### src/rtl/fpu_pkg.sv
// Shared FP32 field widths, flag bit positions and the result-queue entry layout
// used by the multiplier back end.
package fpu_pkg;
    localparam int SIGN_W  = 1;
    localparam int EXP_W   = 8;
    localparam int MANT_W  = 23;
    localparam int FLAG_W  = 5;

    localparam int FLG_INV  = 4;
    localparam int FLG_OVF  = 3;
    localparam int FLG_UNF  = 2;
    localparam int FLG_INX  = 1;
    localparam int FLG_ZERO = 0;

    localparam int RESULT_W = SIGN_W + EXP_W + MANT_W;
    localparam int ENTRY_W  = RESULT_W + FLAG_W;

    typedef struct packed {
        logic              s;
        logic [EXP_W-1:0]  e;
        logic [MANT_W-1:0] m;
        logic [FLAG_W-1:0] flags;
    } fmul_entry_t;
endpackage

### src/rtl/sync_fifo_core.sv
// Show-ahead synchronous FIFO of multiplier result entries; full/empty are
// derived from the occupancy count rather than from pointer comparison.
module sync_fifo_core
    import fpu_pkg::*;
#(
    parameter int DEPTH = 16,
    parameter int CNT_W = $clog2(DEPTH) + 1
) (
    input  logic             CLK,
    input  logic             RST,
    input  logic             push,
    input  logic             pop,
    input  fmul_entry_t      wr_data,
    output fmul_entry_t      rd_data,
    output logic [CNT_W-1:0] count,
    output logic             full,
    output logic             empty
);
    localparam int PTR_W = $clog2(DEPTH);

    logic [PTR_W-1:0] wr_ptr_q, wr_ptr_d;
    logic [PTR_W-1:0] rd_ptr_q, rd_ptr_d;
    logic [CNT_W-1:0] count_q, count_d;
    fmul_entry_t      mem_q [DEPTH];

    assign full  = (count_q == CNT_W'(DEPTH));
    assign empty = (count_q == '0);
    assign count = count_q;

    // Head is forced to zero when empty so the outputs read 0 after reset.
    assign rd_data = empty ? '0 : mem_q[rd_ptr_q];

    always_comb begin
        wr_ptr_d = wr_ptr_q;
        rd_ptr_d = rd_ptr_q;
        count_d  = count_q;
        if (push) wr_ptr_d = wr_ptr_q + PTR_W'(1);
        if (pop)  rd_ptr_d = rd_ptr_q + PTR_W'(1);
        case ({push, pop})
            2'b10:   count_d = count_q + CNT_W'(1);
            2'b01:   count_d = count_q - CNT_W'(1);
            default: count_d = count_q;
        endcase
    end

    always_ff @(posedge CLK or negedge RST) begin
        if (!RST) begin
            wr_ptr_q <= '0;
            rd_ptr_q <= '0;
            count_q  <= '0;
        end else begin
            wr_ptr_q <= wr_ptr_d;
            rd_ptr_q <= rd_ptr_d;
            count_q  <= count_d;
        end
    end

    always_ff @(posedge CLK) begin
        if (push) mem_q[wr_ptr_q] <= wr_data;
    end
endmodule

### src/rtl/fmul_result_queue.sv
// Result queue behind the non-stallable FP32 multiplier: buffers result/flag
// bundles, issues credits to the issue stage and keeps sticky exception status.
module fmul_result_queue
    import fpu_pkg::*;
#(
    parameter int DEPTH = 16,
    parameter int CNT_W = $clog2(DEPTH) + 1
) (
    input  logic                CLK,
    input  logic                RST,
    input  logic                issue_valid,
    output logic                issue_ready,
    input  logic                in_valid,
    input  logic                Sz,
    input  logic [EXP_W-1:0]    Ez,
    input  logic [MANT_W-1:0]   Mz,
    input  logic                invalid_flagex,
    input  logic                overflow_flagex,
    input  logic                underflow_flagex,
    input  logic                inexact_flagex,
    input  logic                zero_flagex,
    output logic                out_valid,
    input  logic                out_ready,
    output logic [RESULT_W-1:0] out_result,
    output logic [FLAG_W-1:0]   out_flags,
    output logic [CNT_W-1:0]    count,
    output logic [FLAG_W-1:0]   status_flags,
    input  logic                status_clr,
    output logic                drop_err,
    output logic                proto_err
);
    logic [CNT_W-1:0]  inflight_q, inflight_d;
    logic [FLAG_W-1:0] status_q, status_d;
    logic              drop_err_q, drop_err_d;
    logic              proto_err_q, proto_err_d;

    logic              full, empty, push, pop, fire_issue;
    logic [CNT_W:0]    credit_used;
    logic [FLAG_W-1:0] in_flags;
    fmul_entry_t       wr_entry, rd_entry;

    assign in_flags = {invalid_flagex, overflow_flagex, underflow_flagex,
                       inexact_flagex, zero_flagex};
    assign wr_entry = {Sz, Ez, Mz, in_flags};

    // Credits cover both buffered entries and results still inside the pipe.
    assign credit_used = {1'b0, count} + {1'b0, inflight_q};
    assign issue_ready = (credit_used < (CNT_W+1)'(DEPTH));
    assign fire_issue  = issue_valid & issue_ready;

    assign out_valid = ~empty;
    assign pop       = out_valid & out_ready;
    assign push      = in_valid & (~full | pop);

    sync_fifo_core #(.DEPTH(DEPTH), .CNT_W(CNT_W)) u_fifo (
        .CLK     (CLK),
        .RST     (RST),
        .push    (push),
        .pop     (pop),
        .wr_data (wr_entry),
        .rd_data (rd_entry),
        .count   (count),
        .full    (full),
        .empty   (empty)
    );

    assign out_result   = {rd_entry.s, rd_entry.e, rd_entry.m};
    assign out_flags    = rd_entry.flags;
    assign status_flags = status_q;
    assign drop_err     = drop_err_q;
    assign proto_err    = proto_err_q;

    always_comb begin
        inflight_d  = inflight_q;
        status_d    = status_q;
        drop_err_d  = drop_err_q;
        proto_err_d = proto_err_q;

        if (fire_issue && !in_valid) begin
            inflight_d = inflight_q + CNT_W'(1);
        end else if (!fire_issue && in_valid && inflight_q != '0) begin
            inflight_d = inflight_q - CNT_W'(1);
        end

        if (in_valid && inflight_q == '0) proto_err_d = 1'b1;
        if (in_valid && full && !pop)     drop_err_d  = 1'b1;

        // A clear coinciding with new flags keeps the new events.
        if (in_valid) begin
            status_d = status_clr ? in_flags : (status_q | in_flags);
        end else if (status_clr) begin
            status_d = '0;
        end
    end

    always_ff @(posedge CLK or negedge RST) begin
        if (!RST) begin
            inflight_q  <= '0;
            status_q    <= '0;
            drop_err_q  <= 1'b0;
            proto_err_q <= 1'b0;
        end else begin
            inflight_q  <= inflight_d;
            status_q    <= status_d;
            drop_err_q  <= drop_err_d;
            proto_err_q <= proto_err_d;
        end
    end
endmodule

### config.mk
export PLATFORM = sky130hd
export DESIGN_NAME = fmul_result_queue
export DESIGN_NICKNAME = d
export VERILOG_FILES = /design/src/rtl/fpu_pkg.sv /design/src/rtl/sync_fifo_core.sv /design/src/rtl/fmul_result_queue.sv
export SDC_FILE = /design/constraint.sdc
export NUM_CORES = 1
export LEC_CHECK = 0
export ABC_AREA = 0
export CORE_ASPECT_RATIO = 1.25
export CORE_MARGIN = 2
export CORE_UTILIZATION = 40
export DETAILED_ROUTE_END_ITERATION = 12
export SETUP_SLACK_MARGIN = 0.4
export SLEW_MARGIN = 10
export SYNTH_ARGS = -nofsm -noshare
export SYNTH_HDL_FRONTEND = slang
export SYNTH_SLANG_ARGS = --single-unit
export TNS_END_PERCENT = 30
### constraint.sdc
create_clock -name CLK -period 9.05 [get_ports CLK]
set_input_delay 1.3575 -clock CLK [delete_from_list [all_inputs] [get_ports CLK]]
set_output_delay 1.3575 -clock CLK [all_outputs]
set_load 0.02 [all_outputs]
==> flow_summary.yaml, run 1 <==
yosys:
  yosys_warnings: 0
  ys_types: 36
  syn_nets: 1083
  ys_ff_latch: 617
  syn_inst: 1022
  synth-seq-area-share: 0.7681
  syn_area_um2: 23960
  syn_area_per_cell_um2: 23.44
hold_path:
  min_from: "proto_err"
  worstHoldEndpoint: "proto_err"
  min_path_type: "flip-flop to flip-flop"
  hold_depth: 1
pwr:
  p_per_area_nw_per_um2: 322.0
  p_int_mw: 6.244
  seq_power_share: 0.424
  p_sw_mw: 2.650
  power_frac_clock: 0.261
  p_leak_nw: 8.713
  power_mw: 8.893
  peakVddDrop_mv: 0.1872
  combinationalPowerShare: 0.315
  switching_share: 0.2979
global_routing:
  antenna_found_initial: 2
  grt_start_max_net_pins: 89
  grt_first_pass_wirelength_um: 75290
  overflow: 0
  first_global_vias: 11360
  grtUsageTotal: 0.1678
floorplan:
  die_area_um2: 61880
  num_rows: 100
  fp.dieH_um: 277.6
  die_w_um: 222.9
  coreArea_um2: 59430
  start_util: 0.4031
  boundaryPins: 94
sta:
  tns_ps: 0
  max_freq_mhz: 183.6
  period_minus_slack_ps: 5446
  skew_ps: 31.21
  slew_viol_final: 0
  fin_crit_sh: 0.6017
  worst_pin_slew_ps: 1117
  slew_headroom: 0.2555
  rsz0062_at_grt: "no"
  setup_violations: 0
  hold_viol_final: 0
clocking:
  cts_tree: "built"
  h-tree-depth: 2
  clockBufferDepth: 3
  cts_setup_buffers: 0
  cts_inserted_buffers: 57
  clkTransAtPathRegs_ps: 60
  clk_latency_ps: 610
  ctsHoldBuffers: 0
  clockRootBuffer: "clkbuf_16"
  cts_resized: 0
  cts.sinks: 617
final_layout:
  antenna_cells: 0
  final-instance-count-excl-fill: 1954
  nNetsFinal: 1203
  final_util: 0.4648
  area_growth_pct: 15.29
  drive_gt1_frac: 0.2616
  fillers: 4862
routing:
  vias: 10710
  drtAntennaViolNets: 0
  drt_first_pass_iters: 5
  remaining_drc_errors: 0
  wl_per_cell_um: 26.11
  drt_wl_total_um: 51020
  vias_per_cell: 5.483
  drt_iter0_markers: 893
worst_setup_path:
  crit_family: "buffers and inverters"
  start_kind: "flip-flop"
  critical_path_required_ps: 7690
  timing.rr.end: "u_fifo.count[4]"
  critPathCaptureType: "output pin"
  cpMaxStageDelayCell: "dfrtp_4"
  crit_cells: 5
  reg2reg_slack_ps: 5840
  rr_startpoint: "u_fifo.count[1]"
  cpPeakStageDelay_ps: 920
  crit_arrival_ps: 4090
  critPathKind: "flip-flop to output pin"
  cp-startpoint: "u_fifo.rd_ptr_q[1]"
  path_cells: "buf_4 > mux4_2 > mux4_2 > and2_1 > clkdlybuf4s50_1"
  r2r_cells: 12
  critPathBufInv: 2
  cp_max_fo: 60
  cpMostUsedCell: "mux4_2"
run_status:
  status: "completed"
placed_design:
  dp.cells: 1848
  place.gp.congestion: 0.7172
  dp_hpwl_um: 23930
  port_buffers: 93
flow_run:
  cap_violations: 0
[placed cells by master (no fill, tap or decap), drive strengths merged]
cell type	n
clkdlybuf4s50	93
a211oi	1
bufinv	3
o21ai	12
edfxtp	592
nor2b	1
nor3	4
clkinvlp	2
nor2	5
clkinv	24
nor4	1
or4	1
nand2b	1
nand3b	1
inv	18
o21a	1
nand4	2
a21oi	5
and4	1
mux4	185
xnor2	9
buf	19
nand2	13
xor2	5
nor3b	4
dfrtp	25
and2	49
fa	2
o2bb2ai	2
mux2	1
ha	16
a21o	5
and3	6
mux2i	2
clkbuf	76
o21bai	1
a32oi	1
[cell type report]
| class | instances | area (um^2) | share of cell area |
|---|---|---|---|
| multi-input cells | 337 | 5303 | 0.1920 |
| repair buffers | 112 | 1086 | 0.03932 |
| inverters | 17 | 63.81 | 0.002310 |
| clock inverters | 30 | 236.5 | 0.008561 |
| clock buffers | 76 | 1559 | 0.05644 |
| flip-flops and latches | 617 | 18420 | 0.6668 |
| well taps | 765 | 957.2 | 0.03465 |
[cells by family after synthesis]
family	Yosys count	synth area share
buffers and inverters	68	0.01285
and+or+nand+nor	89	0.02157
adders and majority gates	18	0.01003
DFF	617	0.7681
xor gates and xnor gates	14	0.005118
AOI/OAI and AO/OA	28	0.007155
muxes	188	0.1752
[worst max path at each step]
stage | endpoint | slack (ps)
2_1_floorplan | u_fifo.mem_q[4][0] | 3840
3_3_place_gp | out_result[29] | 4160
3_5_place_dp | out_result[31] | 4160
4_1_cts | out_result[31] | 3500
5_1_grt | out_flags[1] | 3370
6_report | out_result[28] | 3600
[sequential cells by signal (all words and copies together), names as in the netlist]
name,cells
u_fifo.wr_ptr_q,4
u_fifo.mem_q,592
proto_err,1
drop_err,1
status_flags,5
u_fifo.rd_ptr_q,4
u_fifo.count,5
inflight_q,5
[layer usage]
metal  vias to the layer above  global-route usage  part of all wire
met2                       290              0.2804              0.50
li1                       4537                   -                 -
met4                         4             0.04388             0.021
met1                      5812              0.2318              0.43
met3                        71             0.02553             0.048
met5                         -                   0           0.00053
[power by group through the flow]
stage	Sequential, mW	Clock, mW	Combinational, mW
floorplan	3.60	0	2.05
global placement	3.83	0	2.86
detailed placement	3.85	0	2.87
CTS	3.79	2.37	2.88
global route	3.82	2.47	3.00
finish	3.77	2.32	2.80
[metrics by stage]
stage | setup slack (ps) | area (um^2) | hold slack [ps]
2_1_floorplan | 3845 | 23960 | 466.5
3_3_place_gp | 4157 | 25830 | 440.8
3_5_place_dp | 4163 | 25830 | 445.8
4_1_cts | 3504 | 27620 | 464.6
5_1_grt | 3375 | 27620 | 482.2
6_report | 3604 | 27620 | 456.2
[cell usage after synthesis]
cell / count / area, um^2
and2_1: 49 / 306.5
a21oi_1: 5 / 25.02
buf_4: 10 / 75.07
or4_1: 1 / 7.510
a21o_1: 5 / 37.54
a32oi_1: 1 / 8.760
nand2_1: 13 / 48.80
nand3b_1: 1 / 7.510
nor4_1: 1 / 6.260
buf_1: 2 / 7.510
nor2b_1: 1 / 6.260
mux2_2: 1 / 11.26
edfxtp_1: 592 / 17780
o21ai_0: 12 / 60.06
inv_1: 17 / 63.81
xnor2_1: 9 / 78.83
o21a_1: 1 / 7.510
nor3b_1: 4 / 30.03
o21bai_1: 1 / 7.510
dfrtp_1: 25 / 625.6
xor2_1: 5 / 43.79
mux2i_1: 2 / 20.02
and3_1: 6 / 37.54
o2bb2ai_1: 2 / 17.52
fa_1: 2 / 40.04
nor2_1: 5 / 18.77
and4_1: 1 / 8.760
clkbuf_1: 32 / 120.1
buf_6: 1 / 11.26
nor3_1: 4 / 20.02
nand2b_1: 1 / 6.260
mux4_2: 185 / 4167
a211oi_1: 1 / 7.510
ha_1: 16 / 200.2
nand4_1: 2 / 12.51
buf_2: 6 / 30.03
Power figures use the tool's default switching activity.
==> inputs of run 2 (changes only) <==
==> constraint.sdc (replaced) <==
create_clock -name CLK -period 4.49 [get_ports CLK]
set_input_delay 0.6735 -clock CLK [delete_from_list [all_inputs] [get_ports CLK]]
set_output_delay 0.6735 -clock CLK [all_outputs]
set_load 0.02 [all_outputs]
==> flow_summary.yaml, run 2 (synthesis results as in run 1) <==
run_status:
  status: "completed"
final_layout:
  nNetsFinal: 1232
  final_common_cell: "edfxtp_1"
  largest_reg_flops: 592
  fillers: 4834
  final_util: 0.4700
  antenna_cells: 0
  drive_gt1_frac: 0.2706
  multi_input_area_um2: 5286
  register_area_um2: 18420
  final_area_um2: 27940
  regMostFlops: "u_fifo.mem_q"
  area_growth_pct: 16.60
  layout_common_cells: "edfxtp_1 (592), mux4_2 (185), clkdlybuf4s50_1 (93)"
clocking:
  clockBufferDepth: 3
  clkTransAtPathRegs_ps: 60
  ctsHoldBuffers: 0
  cts_tree: "built"
  clockRootBuffer: "clkbuf_16"
  clk_latency_ps: 610
  cts.sinks: 617
  h-tree-depth: 2
  cts_inserted_buffers: 56
placed_design:
  place.gp.congestion: 0.7423
  port_buffers: 93
  dp_hpwl_um: 27200
  dpl_cell_area_um2: 26180
floorplan:
  die_w_um: 222.9
  boundaryPins: 94
  start_util: 0.4031
  die_area_um2: 61880
  fp.dieH_um: 277.6
  num_rows: 100
  coreArea_um2: 59430
routing:
  wl_per_cell_um: 26.20
  remaining_drc_errors: 0
  vias: 10780
  drt_first_pass_iters: 4
  drt_wl_total_um: 51790
  vias_per_cell: 5.454
  drt_iter0_markers: 1017
  drtAntennaViolNets: 0
worst_setup_path:
  critPathCaptureType: "output pin"
  r2r_cells: 12
  rr_startpoint: "u_fifo.count[1]"
  cp-startpoint: "u_fifo.rd_ptr_q[0]"
  start_kind: "flip-flop"
  cpMaxStageDelayCell: "clkdlybuf4s50_1"
  critical_path_required_ps: 3820
  cp_max_fo: 30
  cpPeakStageDelay_ps: 550
  path_cells: "buf_12 > buf_12 > mux4_2 > mux4_2 > and2_1 > clkdlybuf4s50_1"
  critPathKind: "flip-flop to output pin"
  timing.rr.end: "u_fifo.count[4]"
  crit_arrival_ps: 3230
  reg2reg_slack_ps: 1340
pwr:
  p_leak_nw: 8.868
  peakVddDrop_mv: 0.3539
  seq_power_share: 0.407
  combinationalPowerShare: 0.349
  p_per_area_nw_per_um2: 643.5
  power_mw: 17.98
  p_int_mw: 12.60
  power_frac_clock: 0.244
  switching_share: 0.2990
  p_sw_mw: 5.374
sta:
  timing.hold.ws_ps: 436.8
  fin_crit_sh: 0.8698
  worst_pin_slew_ps: 719.1
  slew_viol_final: 0
  rsz0062_at_grt: "no"
  slew_headroom: 0.5206
  max_freq_mhz: 256.1
  period_minus_slack_ps: 3905
  setup_violations: 0
  skew_ps: 13.29
  hold_viol_final: 0
hold_path:
  min_path_type: "input pin to async pin"
global_routing:
  antenna_found_initial: 3
  overflow: 0
  grt_start_max_net_pins: 40
  grt_first_pass_wirelength_um: 76390
  first_global_vias: 11510
  grtUsageTotal: 0.1708
flow_run:
  cap_violations: 0
==> run 2: power by group through the flow <==
stage | logic, mW | clock network [mW] | registers (mW)
after floorplan | 4.12 | 0 | 7.26
after detailed placement | 6.14 | 0 | 7.57
after global routing | 6.71 | 4.70 | 7.38
final | 6.27 | 4.38 | 7.32
after global placement | 6.12 | 0 | 7.55
after CTS | 6.43 | 4.49 | 7.34
==> run 2: routing by layer <==
layer / track usage / share of wire / vias up
li1: - / - / 4598
met1: 0.2351 / 0.43 / 5849
met5: 0 / 0.00052 / -
met3: 0.02616 / 0.046 / 79
met2: 0.2838 / 0.50 / 253
met4: 0.05008 / 0.023 / 4
==> run 2: repair_timing <==
action                                  CTS  global route
resized for setup                         2             0
setup buffers                             7             0
endpoints found under the setup margin   37             0
==> run 2: worst max path at each step <==
stage,end,slack (ps)
after floorplan,u_fifo.mem_q[4][0],-30
after global placement,out_result[29],840
after detailed placement,out_result[27],840
after CTS,out_result[30],520
after global routing,out_result[30],460
final,out_result[30],580
==> run 2: layout make-up <==
type | count | share of cell area
Clock buffer | 72 | 0.05307
Clock inverter | 27 | 0.005688
Inverter | 17 | 0.002284
Multi-Input combinational cell | 337 | 0.1892
Sequential cell | 617 | 0.6592
Tap cell | 765 | 0.03426
Timing Repair Buffer | 142 | 0.05625
==> run 2: through the flow <==
stage | instances | setup TNS, ps | setup WS (ps)
detailed placement | 1871 | 0 | 839.9
global route | 1977 | 0 | 458.3
finish | 1977 | 0 | 584.6
CTS | 1977 | 0 | 520.1
floorplan | 1022 | -2764 | -31.35
global placement | 1871 | 0 | 843.2
==> run 2: worst max-delay path: cells and delay by family, from the launching register on <==
kind / cells / cell delay, ps
flops: 1 / 440
buf+inv: 3 / 930
simple gates: 1 / 180
mux: 2 / 1060
==> inputs of run 3 (changes only) <==
--- a/config.mk
+++ b/config.mk
@@ -10,6 +10,7 @@
 export CORE_MARGIN = 2
 export CORE_UTILIZATION = 40
 export DETAILED_ROUTE_END_ITERATION = 12
+export REMOVE_ABC_BUFFERS = 1
 export SETUP_SLACK_MARGIN = 0.4
 export SLEW_MARGIN = 10
 export SYNTH_ARGS = -nofsm -noshare
==> flow_summary.yaml, run 3 (synthesis results as in run 1) <==
clocking:
  clkTransAtPathRegs_ps: 60
  ctsHoldBuffers: 0
  clk_latency_ps: 600
  cts_inserted_buffers: 57
  h-tree-depth: 2
  cts_tree: "built"
  clockBufferDepth: 3
  clockRootBuffer: "clkbuf_16"
  cts.sinks: 617
final_layout:
  antenna_cells: 0
  largest_reg_flops: 592
  regMostFlops: "u_fifo.mem_q"
  area_growth_pct: 17.14
  final_util: 0.4722
  nNetsFinal: 1230
  final_area_um2: 28070
  final_common_cell: "edfxtp_1"
  drive_gt1_frac: 0.2712
  fillers: 4779
  layout_common_cells: "edfxtp_1 (592), mux4_2 (185), clkdlybuf4s50_1 (93)"
  register_area_um2: 18420
  multi_input_area_um2: 5286
floorplan:
  die_area_um2: 61880
  fp.dieH_um: 277.6
  boundaryPins: 94
  die_w_um: 222.9
  start_util: 0.4031
  coreArea_um2: 59430
  num_rows: 100
sta:
  slew_viol_final: 0
  slew_headroom: 0.4585
  period_minus_slack_ps: 3954
  skew_ps: 26.31
  fin_ws_ps: 535.9
  rsz0062_at_grt: "yes"
  tns_ps: 0
  max_freq_mhz: 252.9
  fin_crit_sh: 0.8807
  hold_viol_final: 0
  setup_violations: 0
  worst_pin_slew_ps: 812.3
routing:
  wl_per_cell_um: 26.34
  remaining_drc_errors: 0
  vias_per_cell: 5.460
  drt_first_pass_iters: 7
  drt_iter0_markers: 862
  drt_wl_total_um: 52100
  vias: 10800
  drtAntennaViolNets: 0
worst_setup_path:
  critical_path_required_ps: 3820
  cp_max_fo: 11
  crit_arrival_ps: 3280
  critPathCaptureType: "output pin"
  start_kind: "flip-flop"
  critPathKind: "flip-flop to output pin"
run_status:
  status: "completed"
pwr:
  p_leak_nw: 8.919
  p_sw_mw: 5.380
  combinationalPowerShare: 0.338
  power_mw: 18.22
  seq_power_share: 0.404
  peakVddDrop_mv: 0.4068
  p_per_area_nw_per_um2: 649.2
  switching_share: 0.2953
  power_frac_clock: 0.258
  p_int_mw: 12.84
global_routing:
  grt_start_max_net_pins: 54
  first_global_vias: 11570
  grtUsageTotal: 0.1715
  overflow: 0
  antenna_found_initial: 2
  grt_first_pass_wirelength_um: 77710
hold_path:
  min_path_type: "input pin to async pin"
placed_design:
  port_buffers: 93
  dpl_cell_area_um2: 26200
  place_ws_ps: 899.4
  dp_hpwl_um: 27890
  place.gp.congestion: 0.7123
flow_run:
  cap_violations: 0
## run 3: worst paths after layout
kind                                    start                  to  slack, ps  cells after the start
min in group CLK                    proto_err           proto_err        470                      1
min                                       RST     u_fifo.count[3]        330                      1
max reg2reg                   u_fifo.count[1]     u_fifo.count[4]       1230                     11
max in group asynchronous                 RST  u_fifo.rd_ptr_q[1]       3560                      2
max                        u_fifo.rd_ptr_q[0]      out_result[31]        540                      6
min reg2reg                         proto_err           proto_err        470                      1
## run 3: area by class of cell
class	instances	area share
Sequential cell	617	0.6561
Clock buffer	72	0.05359
Tap cell	765	0.03410
Clock inverter	31	0.01061
Inverter	17	0.002274
Multi-Input combinational cell	337	0.1884
Timing Repair Buffer	139	0.05492
## run 3: through the flow
| stage | std cells | hold WS (ps) |
|---|---|---|
| 3_5_place_dp | 1872 | 452.2 |
| 4_1_cts | 1978 | 308.4 |
| 3_3_place_gp | 1872 | 450.6 |
| 5_1_grt | 1978 | 328.3 |
| 6_report | 1978 | 331.0 |
| 2_1_floorplan | 971 | 377.9 |
## run 3: what timing repair did
item | CTS | global route
setup buffers | 2 | 0
setup endpoints to repair | 22 | 1
cloned | 1 | 0
gates resized for setup | 3 | 0
## run 3: per-layer routing
layer  global-route usage  up-vias  share of wire
met2               0.2990      289           0.52
met1               0.2265     5853           0.41
met5                    0        -        0.00025
met4              0.04044        2          0.017
met3              0.02765       67          0.052
li1                     -     4588              -
## run 3: power groups by stage
stage / logic [mW] / registers, mW / clock network, mW
after floorplan: 3.72 / 7.80 / 0
after global placement: 6.19 / 7.47 / 0
after detailed placement: 6.21 / 7.50 / 0
after CTS: 6.31 / 7.37 / 4.79
after global routing: 6.61 / 7.42 / 5.01
final: 6.16 / 7.36 / 4.70
## run 3: critical path, stage by stage (launching register included)
cell and delay, ps:
dfrtp_4 480, buf_12 190, buf_4 250, mux4_2 540
mux4_2 470, and2_1 210, clkdlybuf4s50_1 560
==> edit: new RTL, settings of run 3 <==
`MANT_W`: 23 -> 46.
--- a/src/rtl/fpu_pkg.sv
+++ b/src/rtl/fpu_pkg.sv
@@ -5,3 +5,3 @@
     localparam int EXP_W   = 8;
-    localparam int MANT_W  = 23;
+    localparam int MANT_W  = 46;
     localparam int FLAG_W  = 5;
Interface: changed (resized Mz and out_result); port bits go from 94 to 140. No check against the original RTL was run, so the function may have changed too.
==> edit against run 3 <==
Worst hold slack better by 0.14 ns. Global-route usage up 0.72 points. Worst setup slack worse by 0.15 ns. Design area is 60% higher. Area after synthesis increased by 60%. Die area rose by 59%. Final cell count is 56% higher. Total power increased by 61%. Wire length is 66% higher. Sequential cell count increased by 368. Count of clock-buffer cells in the layout is 40 higher. Highest routed layer unchanged. Core utilization is 0.30 points higher.
==> edit: results (changes against run 3) <==
[metrics] status: finished clean
[metrics] Cell Count, Final, Fillers Out: 3081 (+56%)
[metrics] post-synthesis sequential area ratio: 0.770 (+0.00168)
[metrics] delay of the slowest cell on the worst path: 0.60 ns (+0.04 ns)
[metrics] VDD IR-drop max: 375 µV (-7.8%)
[metrics] P_leak: 0.0145 µW (+62%)
[metrics] average vias per placed instance: 5.55 (+1.7%)
[metrics] worst slack at placement: 0.783 ns (-0.117 ns)
[metrics] wire length of the first global-routing pass: 126000 µm (+62%)
[metrics] top post-synthesis cells by area: edfxtp_1 75%, mux4_2 14%, mux4_1 3.8%
[metrics] first drt pass iteration count: 5 (-2)
[metrics] data arrival time of the critical path: 3.43 ns (+0.15 ns)
[metrics] most flop-heavy register: u_fifo.mem_q
[metrics] internal power contribution: 20700 µW (+61%)
[metrics] Max H-tree Level: 3 (+1)
[metrics] share of flip-flops with an asynchronous set or reset after synthesis: 0.0254 (-0.0151)
[metrics] CP Max Fanout: 29 (+18)
[metrics] Max stage delay cell, worst path: mux4_1
[metrics] met1 Usage GRT: 0.235 (+0.00820)
[metrics] compound-gate portion of the synthesized area: 0.00448 (-0.00267)
[metrics] clock buffers created by TritonCTS: 96 (+68%)
[metrics] Detail Route met2 WL: 44300 µm (+63%)
[metrics] number of instances in the synthesized netlist: 1556 (+52%)
[metrics] clock root buffer master: clkbuf_16
[metrics] detail-routed net length per standard cell: 28.1 µm (+6.7%)
[metrics] latest clock arrival within the worst-skew pair: 0.67 ns (+0.07 ns)
[metrics] Placed Area: 41600 µm² (+59%)
[metrics] half-perimeter wire length after placement: 45500 µm (+63%)
[metrics] worst clock skew: 0.0249 ns (-0.00137 ns)
[metrics] adder and majority cell fraction of the synthesized area: 0.00628 (-0.00375)
[metrics] met3 routed wirelength: 4850 µm (+79%)
[metrics] PortBufs: 139 (+49%)
[metrics] number of antenna violations at the first check in global routing: 8 (+6)
[metrics] first-iteration detailed-routing DRC count: 1591 (+85%)
[metrics] filler instances: 7600 (+59%)
[metrics] class of the tightest hold or removal check: flop to flop
[metrics] number of distinct standard cells referenced by the synthesized netlist: 37 (+2.8%)
[metrics] Worst Max-Slew Pin Slew: 1.07 ns (+0.256 ns)
[metrics] share of final-layout standard cells stronger than drive strength 1: 0.256 (-0.0152)
[metrics] metal1 wirelength: 35700 µm (+68%)
[metrics] dpl cells: 2893 (+55%)
[metrics] via count of the first global-routing pass: 18400 (+59%)
[metrics] Post-Synth XOR/XNOR Area: 0.00320 (-0.00191)
[metrics] EDFF count, synth: 960 (+62%)
[metrics] final layout net count: 1870 (+52%)
[metrics] Most used DFF post-synth: edfxtp_1
[metrics] grt met2 use: 0.306 (+0.00656)
[metrics] weighted congestion at the end of routability-driven global placement: 0.720 (+1.1%)
[metrics] multiplexer share of the synthesized area: 0.183 (+0.00769)
[metrics] met3 track demand over resource: 0.0330 (+0.00540)
[metrics] GRT Overall Usage: 0.179 (+0.00719)
[metrics] cell types with the highest counts after synthesis: 960 x edfxtp_1, 244 x mux4_2, 72 x and2_1, 56 x mux4_1, 37 x clkbuf_1
[metrics] number of flip-flops under the largest register name: 960 (+62%)
## edit: cell count changes after synthesis
cell      before  now
clkbuf_1      32   37
buf_1          2   12
buf_4         10    0
buf_2          6    9
mux4_2       185  244
buf_12         0   10
buf_6          1   11
and2_1        49   72
edfxtp_1     592  960
mux4_1         0   56
## edit: what timing repair did
action	4_1_cts	5_1_grt
resized for setup	19	16
setup endpoints to repair	56	49
setup buffers	7	0
gates cloned	4	0
## edit: power groups by stage
stage,sequential [µW],combinational [µW],clock [µW]
after detailed placement,11700,9900,0
final,11500,9910,7910
after floorplan,12200,5350,0
after global placement,11700,9820,0
after CTS,11500,10200,8080
after global routing,11600,10600,8440
## edit: final timing paths
path,depth (start not counted),slack (ns),end,startpoint
worst max-delay path,7,0.38,out_result[26],u_fifo.rd_ptr_q[0]$_DFFE_PN0N_
worst min-delay path,1,0.47,proto_err$_DFFE_PN0P_,proto_err$_DFFE_PN0P_
worst max register to register,11,0.99,u_fifo.count[4]$_DFFE_PN0P_,u_fifo.count[1]$_DFFE_PN0P_
worst min register to register,1,0.47,proto_err$_DFFE_PN0P_,proto_err$_DFFE_PN0P_
max in group asynchronous,2,3.21,u_fifo.rd_ptr_q[0]$_DFFE_PN0N_,RST
min in group asynchronous,1,0.59,u_fifo.count[4]$_DFFE_PN0P_,RST
## edit: layout make-up
type / instances / area [µm²] / area share
diodes: 2 / 5.00 / 0.000111
repair buffers: 211 / 2540 / 0.0566
flip-flops and latches: 985 / 29500 / 0.655
clock buffers: 112 / 2480 / 0.0552
well taps: 1216 / 1520 / 0.0338
clock inverters: 63 / 603 / 0.0134
inverters: 17 / 63.8 / 0.00142
multi-input cells: 475 / 8270 / 0.184
